<file path="config.mk">
export PLATFORM = sky130hd
export DESIGN_NAME = uart_rx_byte_flat
export DESIGN_NICKNAME = d
export VERILOG_FILES = /design/src/rtl/uart_rx_byte_if.sv /design/src/rtl/uart_rx_byte.sv /design/src/flat_wrapper.sv
export SDC_FILE = /design/constraint.sdc
export NUM_CORES = 1
export LEC_CHECK = 0
export BUFFER_PORTS_ARGS = -buffer_cell sky130_fd_sc_hd__buf_4
export CORE_MARGIN = 2
export CORE_UTILIZATION = 61
export CTS_CLUSTER_SIZE = 12
export DETAILED_ROUTE_END_ITERATION = 8
export HOLD_SLACK_MARGIN = 0.05
export PLACE_DENSITY = 0.82
export RECOVER_POWER = 50
export SLEW_MARGIN = 20
export SYNTH_ARGS = -nofsm -noshare
export SYNTH_HDL_FRONTEND = slang
export SYNTH_SLANG_ARGS = --single-unit
</file>
<file path="constraint.sdc">
create_clock -name clk -period 4 [get_ports clk]
set_input_delay 0.2 -clock clk [delete_from_list [all_inputs] [get_ports clk]]
set_output_delay 0.2 -clock clk [all_outputs]
set_load 0.02 [all_outputs]
</file>
<file path="src/rtl/uart_rx_byte_if.sv">
// uart_rx_byte_if: serial pin, received-byte handshake and status pulses of the UART receiver
interface uart_rx_byte_if;
  logic       uart_rxd;
  logic [7:0] o_data;
  logic       o_valid;
  logic       i_ready;
  logic       o_frame_err;
  logic       o_overrun;
  logic       o_busy;
  modport master (input uart_rxd, i_ready, output o_data, o_valid, o_frame_err, o_overrun, o_busy);
  modport slave (output uart_rxd, i_ready, input o_data, o_valid, o_frame_err, o_overrun, o_busy);
endinterface

</file>
<file path="src/rtl/uart_rx_byte.sv">
// uart_rx_byte: 8N1 LSB-first UART receiver with a one-entry valid/ready holding register
module uart_rx_byte #(
  parameter int CLKS_PER_BIT = 1157,
  parameter int SYNC_STAGES  = 2
) (
  input logic          clk,
  input logic          rst,
  uart_rx_byte_if.master bus
);
  localparam int CW = $clog2(CLKS_PER_BIT);
  localparam logic [CW-1:0] HALF_LAST = CW'(CLKS_PER_BIT / 2 - 1);
  localparam logic [CW-1:0] BIT_LAST  = CW'(CLKS_PER_BIT - 1);
  typedef enum logic [2:0] {IDLE, START, DATA, STOP, BRK} state_t;
  state_t                 r_state, w_state_nxt;
  logic [SYNC_STAGES-1:0] r_sync;
  logic [CW-1:0]          r_cnt, w_cnt_nxt;
  logic [2:0]             r_bit, w_bit_nxt;
  logic [7:0]             r_shift, w_shift_nxt, r_data;
  logic                   r_valid, r_frame_err, r_overrun;
  logic                   w_rx, w_tick, w_deliver, w_frame_err;
  assign w_rx            = r_sync[SYNC_STAGES-1];
  assign bus.o_data      = r_data;
  assign bus.o_valid     = r_valid;
  assign bus.o_frame_err = r_frame_err;
  assign bus.o_overrun   = r_overrun;
  assign bus.o_busy      = r_state != IDLE;
  // bring the asynchronous pin into the clock domain; reset to the idle-high level
  always_ff @(posedge clk)
    r_sync <= rst ? '1 : {r_sync[SYNC_STAGES-2:0], bus.uart_rxd};
  // bit timing and frame sequencing: first sample mid start bit, then once per bit period
  always_comb begin
    w_state_nxt = r_state;
    w_bit_nxt   = r_bit;
    w_shift_nxt = r_shift;
    w_deliver   = 1'b0;
    w_frame_err = 1'b0;
    w_tick      = r_cnt == (r_state == START ? HALF_LAST : BIT_LAST);
    w_cnt_nxt   = (r_state == IDLE || r_state == BRK || w_tick) ? '0 : r_cnt + CW'(1);
    case (r_state)
      IDLE:  if (!w_rx) w_state_nxt = START;
      START: if (w_tick) begin
        w_state_nxt = w_rx ? IDLE : DATA;
        w_bit_nxt   = '0;
      end
      DATA:  if (w_tick) begin
        w_shift_nxt = {w_rx, r_shift[7:1]};
        w_bit_nxt   = r_bit + 3'd1;
        w_state_nxt = r_bit == 3'd7 ? STOP : DATA;
      end
      STOP:  if (w_tick) begin
        w_deliver   = w_rx;
        w_frame_err = !w_rx;
        w_state_nxt = w_rx ? IDLE : BRK;
      end
      BRK:   if (w_rx) w_state_nxt = IDLE;
      default: w_state_nxt = IDLE;
    endcase
  end
  // frame state, bit-period counter, bit index and shift register
  always_ff @(posedge clk) begin
    if (rst) begin
      r_state <= IDLE;
      r_cnt   <= '0;
      r_bit   <= '0;
      r_shift <= '0;
    end else begin
      r_state <= w_state_nxt;
      r_cnt   <= w_cnt_nxt;
      r_bit   <= w_bit_nxt;
      r_shift <= w_shift_nxt;
    end
  end
  // holding register: a pop and a delivery in the same cycle refill it; a delivery into a full register is dropped
  always_ff @(posedge clk) begin
    if (rst) begin
      r_data      <= '0;
      r_valid     <= 1'b0;
      r_frame_err <= 1'b0;
      r_overrun   <= 1'b0;
    end else begin
      r_frame_err <= w_frame_err;
      r_overrun   <= w_deliver && r_valid && !bus.i_ready;
      if (w_deliver && (!r_valid || bus.i_ready)) begin
        r_data  <= r_shift;
        r_valid <= 1'b1;
      end else if (r_valid && bus.i_ready) begin
        r_valid <= 1'b0;
      end
    end
  end
endmodule
</file>
<file path="src/flat_wrapper.sv">
// flat-port wrapper written by rule: the top's interface ports become plain ports
module uart_rx_byte_flat 
#(
  parameter int CLKS_PER_BIT = 1157,
  parameter int SYNC_STAGES  = 2
)
  (clk, rst, bus_uart_rxd, bus_i_ready, bus_o_data, bus_o_valid, bus_o_frame_err, bus_o_overrun, bus_o_busy);
  uart_rx_byte_if bus_i ();
  input logic clk;
  input logic rst;
  input wire logic [$bits(bus_i.uart_rxd)-1:0] bus_uart_rxd;
  input wire logic [$bits(bus_i.i_ready)-1:0] bus_i_ready;
  output wire logic [$bits(bus_i.o_data)-1:0] bus_o_data;
  output wire logic [$bits(bus_i.o_valid)-1:0] bus_o_valid;
  output wire logic [$bits(bus_i.o_frame_err)-1:0] bus_o_frame_err;
  output wire logic [$bits(bus_i.o_overrun)-1:0] bus_o_overrun;
  output wire logic [$bits(bus_i.o_busy)-1:0] bus_o_busy;
  assign bus_i.uart_rxd = bus_uart_rxd;
  assign bus_i.i_ready = bus_i_ready;
  assign bus_o_data = bus_i.o_data;
  assign bus_o_valid = bus_i.o_valid;
  assign bus_o_frame_err = bus_i.o_frame_err;
  assign bus_o_overrun = bus_i.o_overrun;
  assign bus_o_busy = bus_i.o_busy;
  uart_rx_byte #(.CLKS_PER_BIT(CLKS_PER_BIT), .SYNC_STAGES(SYNC_STAGES)) u_core (.clk(clk), .rst(rst), .bus(bus_i));
endmodule
</file>
Word-level counts from Yosys, hierarchy flattened
Index checks and enable logic that the tools add are counted.
- word-level logic and storage cells: 60
- register bits: 38
- input port bits: 4
- reductions and logical operators: 19
- equality and inequality tests: 11
- $add $sub $neg: 2
- muxes and demuxes: 17
- bitwise operators: 2
- operators with widths (kind ; count):
    3-bit 2-to-1 mux ; 8
    3-bit one-hot mux with 5 select lines ; 1
    11-bit by 1-bit adder with 11-bit output (second input constant) ; 1
    11-bit == test ; 1
    11-bit 2-to-1 mux ; 1
    2-bit by 1-bit inequality test with 1-bit output (second input constant) ; 4
    3-bit by 2-bit == test with 1-bit output (second input constant) ; 2
    3-bit == test (second input constant) ; 2
    3-bit one-hot mux with 2 select lines ; 1
    1-bit 2-to-1 mux ; 5
    5-bit AND reduction ; 1
    1-bit logical AND ; 4
    2-bit nonzero test ; 2
    3-bit by 1-bit adder with 3-bit output (second input constant) ; 1
    3-bit by 1-bit == test with 1-bit output (second input constant) ; 1
    1-bit zero test ; 3
    3-bit zero test ; 1
    1-bit logical OR ; 3
    3-bit AND reduction ; 1
    3-bit nonzero test ; 1
    3-bit OR reduction ; 1
    2-bit 2-to-1 mux ; 1
    2-bit inequality test (second input constant) ; 1
    1-bit NOT ; 2
    2 further kinds ; 2

Logic depth before layout (Yosys ltp)
- depth in word-level cells: 7
- mapped depth: 5

Worst setup path before layout
Ideal clock, no wire load.
- path kind: reg-to-reg
- start: reg u_core.r_state[0]
- end: reg u_core.r_bit[0]
- buffers on the path: 1
- path slack: 2.513 ns
- cell stages (with the launch flop): 6
- data required time: 3.874 ns
- period minus slack after synthesis: 1.487 ns
- arrival time: 1.360 ns
- cell sequence: dfxtp_1 > nor3b_4 > and4b_4 > o211a_4 > buf_6 > o2bb2ai_1
- cells in the longest elaborated chain, start to end: 5
- RTL lines (item ; RTL line ; RTL):
    start: declaration ; uart_rx_byte.sv:14 ; state_t r_state, w_state_nxt;
    start signal: assignment ; uart_rx_byte.sv:67 ; r_state <= w_state_nxt;
    3-bit by 1-bit == test with 1-bit output ; uart_rx_byte.sv:37, uart_rx_byte.sv:39 ;
    11-bit 2-to-1 mux ; uart_rx_byte.sv:37 ; w_tick = r_cnt == (r_state == START ? HALF_LAST : BIT_LAST);
    11-bit == test ; uart_rx_byte.sv:37 ;
    2-bit by 1-bit inequality test with 1-bit output (no source line) ; -- ;
    3-bit AND reduction (no source line) ; -- ;
    end signal: assignment ; uart_rx_byte.sv:69 ; r_bit <= w_bit_nxt;
    end: declaration ; uart_rx_byte.sv:17 ; logic [2:0] r_bit, w_bit_nxt;
Parallel ways exist; a longest one is shown, timed or not.
A chain may end at the register's enable or synchronous reset.

Worst setup path after layout
- start: reg u_core.r_state[0]
- end: reg u_core.r_overrun, in the netlist u_core.bus.o_overrun
- cells in the longest elaborated chain, start to end: 7
- RTL lines (item ; RTL line ; RTL):
    3-bit by 1-bit == test with 1-bit output ; uart_rx_byte.sv:37 ;
    11-bit 2-to-1 mux ; uart_rx_byte.sv:37 ;
    11-bit == test ; uart_rx_byte.sv:37 ;
    1-bit 2-to-1 mux ; uart_rx_byte.sv:50 ; STOP: if (w_tick) begin
    1-bit 2-to-1 mux (*) ; uart_rx_byte.sv:39 ; case (r_state)
    1-bit logical AND (*) (2 in a row) ; uart_rx_byte.sv:82 ; r_overrun <= w_deliver && r_valid && !bus.i_ready;
    end signal: assignment ; uart_rx_byte.sv:82 ;
    end: declaration ; uart_rx_byte.sv:19 ; logic r_valid, r_frame_err, r_overrun;
Every way passes the cells marked *; elsewhere a longest branch is shown, timed or not.

==> results.json <==
{
  "status": "finished, final reports clean",
  "numClockSinks": 38,
  "fin_setup_tns_ns": 0,
  "start_util_pct": 65.7,
  "cp.required_ns": 4.30,
  "cp_num_cells": 4,
  "cp-startpoint": "u_core.r_state[0]",
  "core_sq_um": 2520,
  "worst_slew_pin_slew_ns": 0.794,
  "cts_tree": "built",
  "drv_slew": 0,
  "drtPass1Iterations": 4,
  "final_util_pct": 72.2,
  "grt_start_max_net_pins": 23,
  "hp-class": "in2reg",
  "totalWireLength_um": 3250,
  "antenna_found_initial": 0,
  "yosys-top-cells-area": "dfxtp_1, mux2i_1, nand2_1, nor3_1, xnor2_1",
  "dp_cells": 212,
  "cp_slowest_stage_delay_ns": 0.58,
  "drive_gt1_share_pct": 9.42,
  "max-vdd-ir-drop_mv": 0.356,
  "die_w_um": 56.1,
  "grt_usage_pct": 22.7,
  "grt-ovfl-total": 0,
  "finalSetupViolCount": 0,
  "leakage_uw": 0.000696,
  "ff2ff_path_depth": 4,
  "grt_pass1_vias": 1295,
  "async_flop_share_pct": 0,
  "cts_buffer_depth": 2,
  "critical_path.top_delay_family": "simple AND/OR/NAND/NOR gates",
  "finalHoldViolations": 0,
  "crit_end": "u_core.bus.o_overrun",
  "yosysSeqAreaShare_pct": 45.9,
  "crit_arrival_ns": 2.48,
  "slew_headroom_pct": 46.7,
  "timing.final.ws_setup_ns": 1.82,
  "fp-row-count": 18,
  "yosysUniqueCellTypes": 41,
  "synth_edf_count": 0,
  "cts_buffers": 5,
  "endpoint_kind": "flip-flop",
  "post_drt_wl_per_cell_um": 14.7,
  "post-cts-setup-buffers": 0,
  "diodes": 0,
  "vias": 1341,
  "fin_crit_ns": 2.18,
  "die_h_um": 56.1,
  "ys_ff_latch": 38,
  "rsz0062_at_grt": "false",
  "clk_latency_ns": 0.36,
  "synth_nets": 181,
  "dp_hpwl_um": 2240,
  "finClkSkew_ns": 0.00961,
  "ys_warn_count": 0,
  "cp_slowest_cell": "a21oi_2",
  "synth_largest_area_cell": "dfxtp_1",
  "crit_fanout": 14,
  "timing.final.crit_share_pct": 54.5,
  "syn_area_per_cell_sq_um": 9.53,
  "synth_top_area_share_pct": 45.9,
  "synth_cells": 174,
  "ant_nets": 0,
  "boundaryPins": 16,
  "final_nets": 197,
  "powerDensity_nw_per_um2": 401,
  "instances_no_fill": 221,
  "grt_pass1_wl_um": 5560,
  "fill_cells": 191,
  "rrSetupSlack_ns": 1.82,
  "cts.clk_slew.worst_paths_ns": 0.11,
  "htreeDepth": 2,
  "drt-initial-drc-count": 44,
  "register_area_sq_um": 761,
  "clockRootBuffer": "clkbuf_4",
  "clock.fmax_mhz": 458,
  "dieArea_sq_um": 3150,
  "multi_input_area_sq_um": 832,
  "syn_area_sq_um": 1660,
  "critPathKind": "reg2reg",
  "post_drt_via_cell_ratio": 6.07,
  "drv_cap": 0,
  "path_cells": "nor3b_1, nand3_1, a21oi_2, and4_1",
  "port_buffers": 15,
  "r2r-end": "u_core.bus.o_overrun",
  "place.gp.congestion": 0.871,
  "timing.rr.start": "u_core.r_state[0]",
  "drc": 0,
  "place_ws_ns": 1.84,
  "start_kind": "flip-flop",
  "synthFlopType": "dfxtp_1",
  "area_growth_pct": 9.89,
  "crit_buf_inv": 0
}
sequential cells by signal, summed over array words and instances (netlist names):
register                cells
u_core.bus.o_frame_err      1
u_core.r_sync               2
u_core.r_cnt               11
u_core.bus.o_valid          1
u_core.r_shift              8
u_core.bus.o_overrun        1
u_core.r_state              3
u_core.bus.o_data           8
u_core.r_bit                3
worst min-delay path by stage:
| stage | to | cells after the start | slack (ns) | from |
|---|---|---|---|---|
| after floorplan | u_core.r_sync[0] | 1 | 0.30 | bus_uart_rxd |
| after global placement | u_core.r_sync[0] | 2 | 0.39 | bus_uart_rxd |
| after detailed placement | u_core.r_sync[0] | 2 | 0.39 | bus_uart_rxd |
| after CTS | u_core.r_state[0] | 2 | 0.06 | rst |
| after global routing | u_core.r_state[0] | 2 | 0.07 | rst |
| final | u_core.r_state[0] | 2 | 0.07 | rst |
cells in the mapped netlist (2+ instances only):
cell type and count:
nand3_1 7, nand2_1 31, xor2_1 2, o2bb2ai_1 3
clkbuf_1 4, buf_6 2, o21ai_0 2, nor3b_1 2
inv_1 2, or2_2 2, nor4_1 2, mux2i_1 17
nor2_1 10, nor3_1 13, ha_1 3, xnor2_1 7
nor2b_1 2, and3_1 2, dfxtp_1 38, o211ai_1 2
layer usage:
metal  up-vias  share of wire (%)  wire [um]  GRT usage, %
li1        655                  -          -             -
met1       658                 47       1520          26.6
met2        23                 48       1550          37.6
met3         5                3.6        118          6.98
met4         0                1.8         60          10.5
met5         -                  0          0             0
cell usage in the layout (no fill, tap or decap), drive strengths merged, types with 2 or more instances in the layout:
cell type / netlist / routed
and3: 3 / 3
and4b: 2 / 2
buf: 3 / 2
bufinv: 0 / 2
clkbuf: 4 / 18
dfxtp: 38 / 38
ha: 3 / 3
inv: 2 / 2
mux2i: 17 / 17
nand2: 31 / 31
nand3: 7 / 7
nor2: 10 / 10
nor2b: 2 / 2
nor3: 13 / 13
nor3b: 4 / 4
nor4: 2 / 2
o211ai: 2 / 2
o21ai: 2 / 2
o2bb2ai: 3 / 3
or2: 2 / 2
xnor2: 7 / 7
xor2: 2 / 2
cells by family (layout without fill, tap and decap cells):
logic type	after synthesis	after routing	share of synthesized area, %
adders and majority gates	3	3	2.26
xor gates and xnor gates	9	9	4.75
muxes	17	17	10.3
and+or+nand+nor	82	82	25.8
AOI/OAI and AO/OA	16	16	8.00
DFF	38	38	45.9
buffers and inverters	9	26	3.02
cell type report:
| cell class | instances | area share, % |
|---|---|---|
| Clock buffer | 5 | 2.06 |
| Clock inverter | 3 | 3.78 |
| Inverter | 2 | 0.412 |
| Tap cell | 30 | 2.06 |
| Multi-Input combinational cell | 127 | 45.7 |
| Timing Repair Buffer | 16 | 4.26 |
| Sequential cell | 38 | 41.8 |
power breakdown:
| part | total (uW) | switching, uW | internal, uW |
|---|---|---|---|
| clock network | 331 | 135 | 195 |
| logic | 16.7 | 10.3 | 6.41 |
| registers | 383 | 2.43 | 380 |
| total | 730 | 148 | 582 |
per-stage QoR:
step	instance area, sq um	total power [uW]	hold WS, ns
detailed placement	1770	408	0.392
finish	1820	730	0.0747
floorplan	1660	402	0.304
global route	1820	750	0.0697
CTS	1880	734	0.0593
global placement	1770	407	0.385
timing repair:
| action | in CTS | in global routing |
|---|---|---|
| hold buffers | 1 | 0 |
| endpoints found under the hold margin | 1 | 0 |
| resized for setup | 0 | 0 |
No activity file was read; power rests on OpenSTA's default activity.
